<file path="src/rtl/meas_counter_arbiter_if.sv">
// Handshake bundle between measurement requesters and the shared
// cycle-counter arbiter.
interface meas_counter_arbiter_if #(
    parameter  int NREQ = 4,
    localparam int IDW  = $clog2(NREQ)
);
    logic [NREQ-1:0] req;
    logic [NREQ-1:0] stop;
    logic [NREQ-1:0] grant;
    logic            busy;
    logic [31:0]     result;
    logic [IDW-1:0]  result_id;
    logic            result_valid;
    logic            timeout;

    modport master (
        output req, stop,
        input  grant, busy, result,
        input  result_id, result_valid, timeout
    );

    modport slave (
        input  req, stop,
        output grant, busy, result,
        output result_id, result_valid, timeout
    );
endinterface

</file>
<file path="src/rtl/meas_counter_arbiter.sv">
// Round-robin shared 32-bit cycle counter: one owner at a time measures
// elapsed cycles until it pulses stop or the run hits TIMEOUT.
module meas_counter_arbiter #(
    parameter  int          NREQ    = 4,
    parameter  logic [31:0] TIMEOUT = 32'hFFFF_FFFF,
    localparam int          IDW     = $clog2(NREQ)
) (
    input  logic                 clk,
    input  logic                 rst,
    meas_counter_arbiter_if.slave bus
);

    typedef enum logic [1:0] {
        S_IDLE,
        S_RUN,
        S_DONE
    } state_t;

    localparam logic [31:0]    LIM     = TIMEOUT - 32'd1;
    localparam logic [IDW-1:0] PTR_RST = IDW'(NREQ - 1);

    state_t          r_state;
    logic [31:0]     r_count;
    logic [NREQ-1:0] r_grant;
    logic [IDW-1:0]  r_rr_ptr;
    logic [31:0]     r_result;
    logic [IDW-1:0]  r_result_id;
    logic            r_timeout;

    state_t          w_state_n;
    logic [31:0]     w_count_n;
    logic [NREQ-1:0] w_grant_n;
    logic [IDW-1:0]  w_rr_n;
    logic [31:0]     w_result_n;
    logic [IDW-1:0]  w_rid_n;
    logic            w_to_n;

    logic [IDW-1:0]  w_cand;
    logic [IDW-1:0]  w_sel;
    logic            w_found;
    logic            w_stop_own;

    // Search starts one past the last owner, so every requester
    // waits behind at most NREQ-1 other runs.
    always_comb begin
        w_cand  = '0;
        w_sel   = '0;
        w_found = 1'b0;
        for (int i = 1; i <= NREQ; i++) begin
            w_cand = IDW'((int'(r_rr_ptr) + i) % NREQ);
            if (!w_found && bus.req[w_cand]) begin
                w_found = 1'b1;
                w_sel   = w_cand;
            end
        end
    end

    // During RUN the pointer doubles as the owner index.
    assign w_stop_own = bus.stop[r_rr_ptr];

    always_comb begin
        w_state_n  = r_state;
        w_count_n  = r_count;
        w_grant_n  = r_grant;
        w_rr_n     = r_rr_ptr;
        w_result_n = r_result;
        w_rid_n    = r_result_id;
        w_to_n     = r_timeout;
        unique case (r_state)
            S_IDLE: begin
                w_grant_n = '0;
                if (w_found) begin
                    w_state_n = S_RUN;
                    w_grant_n = NREQ'(1) << w_sel;
                    w_rr_n    = w_sel;
                    w_count_n = '0;
                end
            end
            S_RUN: begin
                if (w_stop_own) begin
                    w_state_n  = S_DONE;
                    w_grant_n  = '0;
                    w_result_n = r_count;
                    w_rid_n    = r_rr_ptr;
                    w_to_n     = 1'b0;
                end else if (r_count == LIM) begin
                    w_state_n  = S_DONE;
                    w_grant_n  = '0;
                    w_result_n = TIMEOUT;
                    w_rid_n    = r_rr_ptr;
                    w_to_n     = 1'b1;
                end else begin
                    w_count_n = r_count + 32'd1;
                end
            end
            S_DONE: begin
                w_state_n = S_IDLE;
                w_grant_n = '0;
            end
            default: begin
                w_state_n = S_IDLE;
                w_grant_n = '0;
            end
        endcase
    end

    always_ff @(posedge clk or negedge rst) begin
        if (!rst) begin
            r_state     <= S_IDLE;
            r_count     <= '0;
            r_grant     <= '0;
            r_rr_ptr    <= PTR_RST;
            r_result    <= '0;
            r_result_id <= '0;
            r_timeout   <= 1'b0;
        end else begin
            r_state     <= w_state_n;
            r_count     <= w_count_n;
            r_grant     <= w_grant_n;
            r_rr_ptr    <= w_rr_n;
            r_result    <= w_result_n;
            r_result_id <= w_rid_n;
            r_timeout   <= w_to_n;
        end
    end

    assign bus.grant        = r_grant;
    assign bus.busy         = (r_state != S_IDLE);
    assign bus.result       = r_result;
    assign bus.result_id    = r_result_id;
    assign bus.result_valid = (r_state == S_DONE);
    assign bus.timeout      = r_timeout;

endmodule
</file>
<file path="src/flat_wrapper.sv">
// flat-port wrapper written by rule: the top's interface ports become plain ports
module meas_counter_arbiter_flat 
#(
    parameter  int          NREQ    = 4,
    parameter  logic [31:0] TIMEOUT = 32'hFFFF_FFFF,
    localparam int          IDW     = $clog2(NREQ)
)
  (clk, rst, bus_req, bus_stop, bus_grant, bus_busy, bus_result, bus_result_id, bus_result_valid, bus_timeout);
  meas_counter_arbiter_if #(.NREQ(NREQ)) bus_i ();
  input  logic clk;
  input  logic rst;
  input wire logic [$bits(bus_i.req)-1:0] bus_req;
  input wire logic [$bits(bus_i.stop)-1:0] bus_stop;
  output wire logic [$bits(bus_i.grant)-1:0] bus_grant;
  output wire logic [$bits(bus_i.busy)-1:0] bus_busy;
  output wire logic [$bits(bus_i.result)-1:0] bus_result;
  output wire logic [$bits(bus_i.result_id)-1:0] bus_result_id;
  output wire logic [$bits(bus_i.result_valid)-1:0] bus_result_valid;
  output wire logic [$bits(bus_i.timeout)-1:0] bus_timeout;
  assign bus_i.req = bus_req;
  assign bus_i.stop = bus_stop;
  assign bus_grant = bus_i.grant;
  assign bus_busy = bus_i.busy;
  assign bus_result = bus_i.result;
  assign bus_result_id = bus_i.result_id;
  assign bus_result_valid = bus_i.result_valid;
  assign bus_timeout = bus_i.timeout;
  meas_counter_arbiter #(.NREQ(NREQ), .TIMEOUT(TIMEOUT)) u_core (.clk(clk), .rst(rst), .bus(bus_i));
endmodule
</file>
<file path="config.mk">
export PLATFORM = sky130hd
export DESIGN_NAME = meas_counter_arbiter_flat
export DESIGN_NICKNAME = d
export VERILOG_FILES = /design/src/rtl/meas_counter_arbiter_if.sv /design/src/rtl/meas_counter_arbiter.sv /design/src/flat_wrapper.sv
export SDC_FILE = /design/constraint.sdc
export NUM_CORES = 1
export LEC_CHECK = 0
export CORE_UTILIZATION = 50
export CTS_BUF_LIST = sky130_fd_sc_hd__clkbuf_8 sky130_fd_sc_hd__clkbuf_16
export CTS_CLUSTER_SIZE = 8
export DETAILED_ROUTE_END_ITERATION = 8
export GPL_TIMING_DRIVEN = 1
export PLACE_DENSITY = 0.74
export RECOVER_POWER = 50
export SKIP_LAST_GASP = 1
export SYNTH_ARGS = -nofsm -noshare
export SYNTH_HDL_FRONTEND = slang
export SYNTH_SLANG_ARGS = --single-unit
</file>
<file path="constraint.sdc">
create_clock -name clk -period 6.2 [get_ports clk]
set_input_delay 0.93 -clock clk [delete_from_list [all_inputs] [get_ports clk]]
set_output_delay 0.93 -clock clk [all_outputs]
set_load 0.05 [all_outputs]
</file>
==> summary.md, run 1 <==
| Metric | Value |
|---|---|
| Commonest cells post-synth | dfrtp_1 (73), o22a_1 (32), a21oi_1 (26) |
| Final slew viol count | 0 |
| Routed WL | slightly below 8000 um |
| Via count | between 2000 and 3000 |
| Tot Pwr | around 0.0024 W |
| Setup ws final | just over 3 ns |
| Yosys top cell area share | 0.5159 |
| Top-count cell post-synth | dfrtp_1 |
| Period utilisation layout | 0.4999 |
| Post-synthesis adder-cell area fraction | 0.007067 |
| Die Area | ~7400 um^2 |
| Maximum vdd drop | ~290 uV |
| Clock root cell | clkbuf_8 |
| Syn Nets | 347 |
| Mapped Area | 3541 um^2 |
| Sink Count | 75 |
| Routed len/inst | 16.25 um |
| Clock buffer count from CTS | 9 |
| Slowest-stage cell, CP | dlygate4sd3_1 |
| Sw frac | 0.4518 |
| Final Skew | 0.009250 ns |
| Post-layout minimum cycle time | just over 3 ns |
| Critical path launch point type | input pin |
| Kind of critical path | input pin to flip-flop |
| Ys flop type | dfrtp_1 |
| Synthesized instance count | 335 |
| Largest net degree at the start of global routing | between 70 and 80 |
| Post-layout nets | between 300 and 400 |
| Synth-to-Final Area Change | 21.48% |
| Vias per cell | roughly 6.1 |
| Worst EP arrival | 3.38 ns |
| Run status | finished clean |
| Hold-fix buffers, CTS | 0 |
| Worst-Margin Slew | between 1 and 1.5 ns |
| Vias in the first global route | between 2000 and 3000 |
| CTS resizes | 0 |
| Router iterations before antenna repair | 4 |
| Pre-CTS WS | just under 3 ns |
| Detail Placement HPWL | 5040 um |
| Clock slew at reported path FFs | about 0.08 ns |
| Largest stage delay on the critical path | about 0.6 ns |
| TritonCTS clock tree | yes |
| Initial antenna violation count | 0 |
| RSZ-0062 raised after global routing | false |
| DRT antenna net count | 0 |
| Clock buffer depth | 2 |
| Fmax | ~0.32 GHz |
| Post-CTS Setup Bufs | 0 |
| Async set-reset flop share out of synthesis | 1.000 |
| Synth warn | 0 |
| Syn Area/Cell | approximately 11 um^2 |
| WP buf/inv | 1 |
| CP top delay family | simple AND/OR/NAND/NOR gates |
| Top post-synthesis cells by area | dfrtp_1 (52%), o22a_1 (7.9%), a21oi_1 (3.7%) |
| Hold Fails Final Rpt | 0 |
| Crit path cell chain | dlygate4sd3_1, nor4_1, or2_0, o21ai_0, a31o_2, a21oi_1 |
| Layout cell share with drive strength beyond 1 | 0.08421 |
| CTS H-tree depth | 3 |
| Main combinational cell family by area after synthesis | compound AO/OA/AOI/OAI gates |
| Synth Area in Compound Gates | 0.2212 |
| Finished Layout Cells | about 480 |
| Sequential area share after synthesis | 0.5307 |
| Antenna Cells | 0 |
| Post-Synth Simple-Gate Area | 0.1859 |
| CP Data Required Time | between 6 and 7 ns |
| Placed cell count | 460 |
| Max_cap viols | 0 |
| First-pass GRT wire length | between 10000 and 15000 um |
| Drt initial violations | 185 |
| Power per standard cell area | 551.1 nW/um^2 |
| Post-Route Setup TNS | 0 ns |
| Port-buffer cells | 50 |
| GRT overflow | 0 |
| Number of enable flip-flop cells after synthesis | 0 |
| Synth Area in XOR/XNOR | 0 |
| Internal | between 0.001 and 0.0015 W |
| Leak | 1.770 nW |
| Mux cell area share after synthesis | 0.01908 |
| Tightest Hold Check Type | flip-flop to flip-flop |
| Die width | between 80 and 90 um |
| Residual DRC | 0 |
| Crit path max fanout | 12 |
| Relative slew slack | 0.3168 |
| #FFs+latches synth | between 70 and 80 |
| Routability cong. | 0.8135 |
| Cell Rows | 30 |
| I/O pin total | between 50 and 60 |
| GRT Overall Usage | 0.2270 |
| Die height | approximately 86 um |
| Flop pwr share | 0.311 |
| Critical path capture point type | flip-flop |
| Clk Latency, worst-skew pair | 0.35 ns |
| Post-synth top area cell | dfrtp_1 |
| Initial Utilization | 0.5183 |
| Synth cell types | a little over 50 |
| Clk pwr share | 0.178 |
| Final setup vio count | 0 |
| Core area | slightly below 7000 um^2 |
| NetSw | around 0.0011 W |
| Logic pwr share | 0.511 |
## worst paths after layout
check	startpoint	slack (ns)	to	cells past startpoint
worst min register to register	u_core.bus.result[31]	0.48	u_core.bus.result[31]	1
max in group asynchronous	rst	4.80	u_core.bus.result[15]	2
worst max-delay path	bus_req[3]	3.10	u_core.r_count[25]	6
worst min-delay path	u_core.bus.result[31]	0.48	u_core.bus.result[31]	1
min in group asynchronous	rst	0.80	u_core.bus.grant[1]	2
worst max register to register	u_core.r_count[22]	3.24	u_core.bus.result_id[0]	6
## stage by stage
step                        util  area, um^2  hold slack (ns)
after CTS                 0.6297        4302           0.4934
after floorplan                -        3541           0.4594
after global placement    0.5963        4074           0.4721
after detailed placement  0.5963        4074           0.4763
after global routing      0.6297        4302           0.4981
final                     0.6297        4302           0.4814
## area by class of cell
cell class	instances	area [um^2]
sequential	75	1879
timing repair buffer	53	518.0
clock buffer	11	151.4
multi-input combinational	230	1534
tap	96	120.1
clock inverter	5	76.32
inverter	6	22.52
fill	604	2530
## cells by family (layout without fill, tap and decap cells)
logic type	after synthesis	count (layout)
adders and majority gates	2	2
muxes	6	6
DFF	75	75
and+or+nand+nor	111	111
buffers and inverters	30	75
AOI/OAI and AO/OA	111	111
## power by group through the flow
| stage | clock network [W] | registers [W] | logic [W] |
|---|---|---|---|
| 2_1_floorplan | 0 | 0.00117 | 0.000441 |
| 3_3_place_gp | 0 | 0.000747 | 0.00123 |
| 3_5_place_dp | 0 | 0.000751 | 0.00124 |
| 4_1_cts | 0.000429 | 0.000742 | 0.00125 |
| 5_1_grt | 0.000451 | 0.000759 | 0.00129 |
| 6_report | 0.000423 | 0.000736 | 0.00121 |
## registers in the layout (all words and copies together), names as in the netlist
name,count
u_core.r_state,2
u_core.bus.result,32
u_core.r_rr_ptr,2
u_core.bus.grant,4
u_core.bus.timeout,1
u_core.r_count,32
u_core.bus.result_id,2
## layout by cell type (no fill, tap or decap), types with 11 or more instances in the layout
| master | Yosys | final |
|---|---|---|
| dlygate4sd3_1 | 0 | 19 |
| o21ai_0 | 20 | 20 |
| nand2_1 | 22 | 22 |
| clkdlybuf4s50_1 | 0 | 30 |
| or4_1 | 12 | 12 |
| a21oi_1 | 26 | 26 |
| o22a_1 | 32 | 32 |
| dfrtp_1 | 73 | 73 |
| nand4_1 | 13 | 13 |
| nand3_1 | 11 | 11 |
| clkbuf_8 | 0 | 11 |
## per-layer routing
layer,GRT usage,vias to the layer above,part of all wire
met3,0.04909,10,0.051
met1,0.3059,1456,0.46
met4,0.07727,0,0.017
met2,0.3651,84,0.47
li1,-,1363,-
met5,0,-,0
No activity file was read; power rests on OpenSTA's default activity.
==> run 2: changes to the inputs <==
==> constraint.sdc (replaced) <==
create_clock -name clk -period 3.08 [get_ports clk]
set_input_delay 0.462 -clock clk [delete_from_list [all_inputs] [get_ports clk]]
set_output_delay 0.462 -clock clk [all_outputs]
set_load 0.05 [all_outputs]
==> run 2 against run 1 <==
Against the previous run:
- the run now ends with max-capacitance violations, max-slew violations left
- worst setup slack got worse by 2.7 ns
- register-to-register slack got worse by 2.8 ns
- worst hold slack improved by 0.0014 ns
- non-clock buffer count increased by 3
- critical path type unchanged
- global-route usage decreased by 0.16 points
==> summary.md, run 2 (synthesis results as in run 1) <==
| Metric | Value |
|---|---|
| Final Skew | 0.01036 ns (was 0.009250 ns) |
| Commonest non-fill, non-tap cells in the layout | dfrtp_1 (73), o22a_1 (32), clkdlybuf4s50_1 (30) (unchanged) |
| CTS H-tree depth | 3 (unchanged) |
| Vias per cell | 6.036 (was 6.120) |
| Violated checks | max-capacitance violations, max-slew violations |
| Tightest Hold Check Type | flip-flop to flip-flop (unchanged) |
| Maximum vdd drop | 510.5 uV (was 285.3 uV) |
| Hold Fails Final Rpt | 0 (unchanged) |
| Post-layout minimum cycle time | between 2 and 3 ns |
| Final-layout fill cell count | 610 (was 604) |
| Post-Route Setup TNS | 0 ns (unchanged) |
| Core area | 6832 um^2 (unchanged) |
| Vias in the first global route | 2734 (was 2746) |
| Period utilisation layout | 0.8730 |
| Initial antenna violation count | 0 (unchanged) |
| Clock buffer count from CTS | 9 (unchanged) |
| Commonest non-fill, non-tap cell in the layout | dfrtp_1 (unchanged) |
| Power per standard cell area | 1112 nW/um^2 (was 551.1 nW/um^2) |
| Leak | 1.786 nW (was 1.770 nW) |
| Run status | complete, but fails checks (was finished clean) |
| TritonCTS clock tree | yes (unchanged) |
| Hold-fix buffers, CTS | 0 (unchanged) |
| Die Area | 7423 um^2 (unchanged) |
| Clk pwr share | 0.183 (was 0.178) |
| Drt initial violations | 229 (was 185) |
| Internal | 0.002668 W (was 0.001300 W) |
| RSZ-0062 raised after global routing | false (unchanged) |
| CTS resizes | 0 (unchanged) |
| Largest net degree at the start of global routing | 43 (was 76) |
| Die width | 86.16 um (unchanged) |
| Layout cell share with drive strength beyond 1 | 0.08639 (was 0.08421) |
| Critical path launch point type | input pin (unchanged) |
| Post-CTS Setup Bufs | 0 (unchanged) |
| Routed len/inst | 16.11 um (was 16.25 um) |
| Sw frac | 0.4470 (was 0.4518) |
| Synth-to-Final Area Change | 22.51% (was 21.48%) |
| Router iterations before antenna repair | 5 (was 4) |
| Flop pwr share | 0.307 (was 0.311) |
| WHS | 0.4828 ns (was 0.4814 ns) |
| Worst-Margin Slew | 1.901 ns (was 1.012 ns) |
| Crit path max fanout | 12 (unchanged) |
| Routability cong. | 0.8249 (was 0.8135) |
| Sink Count | 75 (unchanged) |
| Post-layout nets | 390 (was 387) |
| I/O pin total | 51 (unchanged) |
| Clock slew at reported path FFs | 0.08 ns (about the same) |
| Clock buffer depth | 2 (unchanged) |
| Antenna Cells | 0 (unchanged) |
| Fmax | roughly 0.37 GHz |
| DRT antenna net count | 0 (unchanged) |
| Worst EP arrival | 2.97 ns (was 3.38 ns) |
| GRT Overall Usage | 0.2253 (was 0.2270) |
| Detail Placement HPWL | 5119 um (was 5040 um) |
| Clock root cell | clkbuf_8 (unchanged) |
| Via count | 2885 (was 2913) |
| Final setup vio count | 0 (unchanged) |
| Clk Latency, worst-skew pair | 0.35 ns (about the same) |
| GRT overflow | 0 (unchanged) |
| Initial Utilization | 0.5183 (unchanged) |
| Port-buffer cells | 50 (unchanged) |
| Die height | 86.16 um (unchanged) |
| Cell Rows | 30 (unchanged) |
| Routed WL | 7702 um (was 7734 um) |
| Relative slew slack | -0.2674 (was 0.3168) |
| CP Data Required Time | 3.36 ns (was 6.48 ns) |
| FF-to-FF Start | u_core.r_rr_ptr[1] (was u_core.r_count[22]) |
| Critical path capture point type | flip-flop (unchanged) |
| Final slew viol count | 34 (was 0) |
| NetSw | 0.002157 W (was 0.001071 W) |
| Kind of critical path | input pin to flip-flop (unchanged) |
| Residual DRC | 0 (unchanged) |
| Launch point of the worst path | bus_req[3] (unchanged) |
| Logic pwr share | 0.510 (was 0.511) |
| Max_cap viols | 1 (was 0) |
| Hold_sp | u_core.bus.result[31] (unchanged) |
| First-pass GRT wire length | 12900 um (was 13080 um) |
-- run 2: area by class of cell --
cell class                 instances  area, um^2  area share
tap                               96       120.1     0.02769
inverter                           6       22.52    0.005192
clock inverter                     6       106.4     0.02452
sequential                        75        1879      0.4332
multi-input combinational        230        1534      0.3536
timing repair buffer              56       551.8      0.1272
clock buffer                       9       123.9     0.02855
-- run 2: final timing paths --
path | to | cells past startpoint | slack [ns]
max | u_core.r_count[25] | 6 | 0.39
min | u_core.bus.result[31] | 1 | 0.48
max reg2reg | u_core.r_count[15] | 5 | 0.49
min reg2reg | u_core.bus.result[31] | 1 | 0.48
max in group asynchronous | u_core.bus.result[19] | 1 | 1.35
min in group asynchronous | u_core.r_count[27] | 1 | 0.63
-- run 2: power by group through the flow --
| stage | registers, W | clock network [W] | logic, W |
|---|---|---|---|
| finish | 0.00148 | 0.000882 | 0.00246 |
| floorplan | 0.00236 | 0 | 0.000887 |
| global route | 0.00152 | 0.000941 | 0.00261 |
| global placement | 0.00150 | 0 | 0.00248 |
| detailed placement | 0.00151 | 0 | 0.00252 |
| CTS | 0.00149 | 0.000899 | 0.00253 |
-- run 2: per-layer routing --
| layer | up-vias | wire [um] | track usage | share of wire |
|---|---|---|---|---|
| met5 | - | 0 | 0 | 0 |
| met4 | 0 | 98 | 0.1015 | 0.013 |
| met3 | 8 | 455 | 0.04909 | 0.059 |
| met2 | 86 | 3629 | 0.3521 | 0.47 |
| met1 | 1420 | 3519 | 0.3020 | 0.46 |
| li1 | 1371 | - | - | - |
-- run 2: critical path: stages --
cell,delay (ns)
dlygate4sd3_1,0.60
nor4_1,0.38
or2_0,0.64
o21ai_0,0.44
a31o_2,0.34
a21oi_1,0.11
-- run 2: metrics by stage --
| stage | power (W) | instances | worst slack (ns) | instance area (um^2) | utilization |
|---|---|---|---|---|---|
| 2_1_floorplan | 0.003250 | 335 | 0.7916 | 3541 | - |
| 3_3_place_gp | 0.003984 | 463 | 0.3642 | 4109 | 0.6015 |
| 3_5_place_dp | 0.004025 | 463 | 0.3264 | 4109 | 0.6015 |
| 4_1_cts | 0.004916 | 478 | 0.5151 | 4339 | 0.6352 |
| 5_1_grt | 0.005079 | 478 | 0.1535 | 4338 | 0.6350 |
| 6_report | 0.004826 | 478 | 0.3912 | 4338 | 0.6350 |
==> RTL edit 1 (settings of run 1) <==
`TIMEOUT` is set to 32'hFFFF_FFFF in 2 places; all go to 32'h7FFFFFFF.
--- a/src/rtl/meas_counter_arbiter.sv
+++ b/src/rtl/meas_counter_arbiter.sv
@@ -2,7 +2,7 @@
 // elapsed cycles until it pulses stop or the run hits TIMEOUT.
 module meas_counter_arbiter #(
     parameter  int          NREQ    = 4,
-    parameter  logic [31:0] TIMEOUT = 32'hFFFF_FFFF,
+    parameter  logic [31:0] TIMEOUT = 32'h7FFFFFFF,
     localparam int          IDW     = $clog2(NREQ)
 ) (
     input  logic                 clk,
--- a/src/flat_wrapper.sv
+++ b/src/flat_wrapper.sv
@@ -2,7 +2,7 @@
 module meas_counter_arbiter_flat 
 #(
     parameter  int          NREQ    = 4,
-    parameter  logic [31:0] TIMEOUT = 32'hFFFF_FFFF,
+    parameter  logic [31:0] TIMEOUT = 32'h7FFFFFFF,
     localparam int          IDW     = $clog2(NREQ)
 )
   (clk, rst, bus_req, bus_stop, bus_grant, bus_busy, bus_result, bus_result_id, bus_result_valid, bus_timeout);
Behaviour: no difference found for any inputs over 4 cycles, from zero or initial values and one cycle with rst low; that may be too few to reach the edited logic, so the function may still have changed.
==> RTL edit 1 against run 1 <==
- maximum frequency shrank 6.5%
- power fell by 3.2%
- utilization is 0.35 points lower
- setup slack worse by 0.21 ns
- clock power is 8.5% lower
- design area fell by 1.1%
- sequential share of layout area is 0.49 points higher
- clock skew rose by 0.0019 ns
- synthesized area is 1.1% lower
- wire length shrank 0.78%
- sequential cell count unchanged
- critical path type unchanged
- critical endpoint is now u_core.r_count[26]
==> RTL edit 1: results (changes against run 1) <==
The run finished with clean final reports. The routed metal-1 wirelength came out at 3.60 mm (was 3.54 mm). The logs give 45 (was 51) for the number of distinct library cells after synthesis and 394 µm (was 393 µm) for the met3 wirelength from detailed routing. The leakage power summed over all cells is 0.00171 µW (was 0.00177 µW). The tools report the number of filler instances in the final layout as 573 (was 604). The worst setup slack after placement was 2.88 ns (was 2.92 ns); the share of cells above drive strength 1 was 0.0789 (was 0.0842). The number of global-route vias before repair was 2616 (was 2746); the largest fanout on the critical path was 13 (was 12). The tools report the worst slew margin relative to its limit as 0.214 (was 0.317). The global-route met1 utilization is 0.333 (was 0.306). The standard cell with the maximum stage delay on the critical path was sky130_fd_sc_hd__or4_1 (was sky130_fd_sc_hd__dlygate4sd3_1).

The logs give 0.0462 (was 0.0491) for the met3 track demand over resource and 2853 (was 2913) for the total via count in the routed design. The logs give 7.67 mm (was 7.73 mm) for the total wire length after detailed routing and 0.000389 V (was 0.000285 V) for the largest voltage drop on the vdd net. Cell types occupying the most area after synthesis: sky130_fd_sc_hd__dfrtp_1 (52%), sky130_fd_sc_hd__o22a_1 (7.8%), sky130_fd_sc_hd__a21oi_1 (3.4%) (was sky130_fd_sc_hd__dfrtp_1 (52%), sky130_fd_sc_hd__o22a_1 (7.9%), sky130_fd_sc_hd__a21oi_1 (3.7%)). The tools report the total half-perimeter wirelength after legalization and detailed placement as 4.86 mm (was 5.04 mm).

The average instance area after synthesis was 10.6 µm² (about the same). The mux contribution to synthesized area was 0.0186 (was 0.0191). Routability congestion estimate from global placement: 0.821 (was 0.814). The global-route met2 utilization is 0.334 (was 0.365), and the total met2 wirelength after detailed routing is 3.54 mm (was 3.67 mm). The routed length per placed instance was 16.1 µm (was 16.2 µm); the net count of the mapped netlist was 342 (was 347). Wire length of the first global-routing pass: 13.0 mm (was 13.1 mm).
RTL edit 1: cell types whose count changed after synthesis, moves of 3 or more:
cell	run 1	this run
sky130_fd_sc_hd__and3_1	8	5
sky130_fd_sc_hd__clkbuf_1	17	10
sky130_fd_sc_hd__nand4_1	13	18
sky130_fd_sc_hd__nor2_1	6	11
sky130_fd_sc_hd__o21ai_0	20	15
sky130_fd_sc_hd__o31ai_1	10	13
sky130_fd_sc_hd__o41ai_1	4	1
RTL edit 1: cell type report:
class,instances,area share
inverter,7,0.00618
clock buffer,11,0.0356
tap,96,0.0282
sequential,75,0.442
multi-input combinational,228,0.353
clock inverter,5,0.0126
timing repair buffer,54,0.123
RTL edit 1: worst register-to-register path: stages, from the launching register on:
cell	delay (ns)
sky130_fd_sc_hd__dfrtp_1	0.47
sky130_fd_sc_hd__nand3_1	0.19
sky130_fd_sc_hd__nor4_1	0.48
sky130_fd_sc_hd__and4_1	0.99
sky130_fd_sc_hd__o21a_1	0.20
sky130_fd_sc_hd__buf_4	0.34
sky130_fd_sc_hd__mux2_2	0.39
RTL edit 1: final timing paths:
kind                                  startpoint                      end  slack (ns)  cells past startpoint
setup / recovery                     bus_stop[3]       u_core.r_count[26]        2.89                      7
hold / removal             u_core.bus.result[13]    u_core.bus.result[13]        0.48                      1
setup reg to reg              u_core.r_count[24]  u_core.bus.result_id[0]        3.03                      6
hold reg to reg            u_core.bus.result[13]    u_core.bus.result[13]        0.48                      1
max in group asynchronous                    rst    u_core.bus.result[10]        4.80                      2
min in group asynchronous                    rst    u_core.bus.result[14]        0.79                      2
RTL edit 1: power by group:
group	internal [µW]	total, µW	switching [µW]
Sequential	643	731	88.2
Combinational	400	1180	776
Clock	206	387	181
==> RTL edit 2 (flow settings as in run 1) <==
Without the edit above. Compare `r_count` against `LIM` with >= in place of ==.
--- a/src/rtl/meas_counter_arbiter.sv
+++ b/src/rtl/meas_counter_arbiter.sv
@@ -83,7 +83,7 @@
                     w_result_n = r_count;
                     w_rid_n    = r_rr_ptr;
                     w_to_n     = 1'b0;
-                end else if (r_count == LIM) begin
+                end else if (r_count >= LIM) begin
                     w_state_n  = S_DONE;
                     w_grant_n  = '0;
                     w_result_n = TIMEOUT;
Check against the original RTL: same outputs for any inputs over 4 cycles, from zero or initial values and one cycle with rst low; that may be too few to reach the edited logic, so the function may still have changed.
==> RTL edit 2 against run 1 <==
- setup slack worse by 0.74 ns
- critical endpoint is now u_core.r_count[27]
- hold slack better by 0.0066 ns
- via count is 4.4% higher
- count of clock-buffer cells in the layout decreased by 2
- sequential cell count is the same
- combinational power grew 7%
- power grew 3.4%
- die area is 3.1% higher
- design area is 2.5% higher
- sequential share of layout area is 1.1 points lower
- synthesized area increased by 3.2%
- highest routed layer unchanged
- critical path depth grew 1
- wire length rose by 11%
==> RTL edit 2: results (changes against run 1) <==
The flow ran to the end, and the final reports show no timing, DRC or antenna violations. The largest voltage drop on the vdd net was 0.000365 V (was 0.000285 V); the met3 wirelength from detailed routing was 489 µm (was 393 µm). The tools report the net count of the mapped netlist as 356 (was 347). Startpoint of the worst-slack reg-to-reg timing path: u_core.r_state[0] (was u_core.r_count[22]).

For the global-route met1 utilization, the log shows 0.365 (was 0.306). The power drawn by the sequential cells came out at 745 µW (was 736 µW). The global-route met2 utilization was 0.378 (was 0.365).

The sequential share of power is 0.304 (was 0.311). For the tightest hold margin, the log shows 0.488 ns (was 0.481 ns). The routed length per placed instance is 17.5 µm (was 16.2 µm), and the wire length of the first global-routing pass is 14.6 mm (was 13.1 mm). The logs give 344 (was 335) for the instance count of the mapped netlist and 260 MHz (was 323 MHz) for the achievable frequency. The leakage power summed over all cells is 0.00182 µW (was 0.00177 µW), and the delay of the slowest cell on the worst path is 1.16 ns (was 0.60 ns). The run gives 2.88 ns (was 3.24 ns) as the register-to-register setup slack.

Standard cell with the maximum stage delay on the critical path: sky130_fd_sc_hd__nor2_2 (was sky130_fd_sc_hd__dlygate4sd3_1). The run gives 0.514 (was 0.531) as the share of synthesized area occupied by flip-flops and latches. Most used standard cells in the synthesized netlist: sky130_fd_sc_hd__dfrtp_1 (73), sky130_fd_sc_hd__o22a_1 (32), sky130_fd_sc_hd__a21oi_1 (22), sky130_fd_sc_hd__nand3_1 (22), sky130_fd_sc_hd__nand2_1 (20) (was sky130_fd_sc_hd__dfrtp_1 (73), sky130_fd_sc_hd__o22a_1 (32), sky130_fd_sc_hd__a21oi_1 (26)). The worst slew margin relative to its limit was 0.0733 (was 0.317). The synthesized-area fraction occupied by adder cells is 0.00685 (was 0.00707), and the share of cells above drive strength 1 is 0.0886 (was 0.0842). The maximum clock skew at final layout was 0.00638 ns (was 0.00925 ns); the total half-perimeter wirelength after legalization and detailed placement was 5.75 mm (was 5.04 mm).

The logs give 50 (was 51) for the number of distinct library cells after synthesis and 0.529 (was 0.511) for the fraction of power consumed by combinational cells. The run gives 2937 (was 2746) as the number of global-route vias before repair. The tools report the end point of the critical path as u_core.r_count[27] (was u_core.r_count[25]). The run gives 0.250 (was 0.227) as the aggregate global-route resource usage.
[RTL edit 2: changes by cell type after synthesis, moves of 4 or more]
cell,delta
sky130_fd_sc_hd__o31ai_1,+7
sky130_fd_sc_hd__a31oi_1,+4
sky130_fd_sc_hd__o21ai_0,-14
sky130_fd_sc_hd__nor3_1,+4
sky130_fd_sc_hd__nand3_1,+11
sky130_fd_sc_hd__clkbuf_1,-8
sky130_fd_sc_hd__nor4_1,+4
sky130_fd_sc_hd__nand2b_1,+4
sky130_fd_sc_hd__or3_1,-8
sky130_fd_sc_hd__or4_1,+5
sky130_fd_sc_hd__a21oi_1,-4
[RTL edit 2: cell type report]
class | instances | area [µm²]
Inverter | 6 | 22.5
Clock buffer | 9 | 124
Clock inverter | 7 | 85.1
Sequential cell | 75 | 1880
Tap cell | 96 | 120
Fill cell | 577 | 2540
Multi-Input combinational cell | 243 | 1650
Timing Repair Buffer | 55 | 529
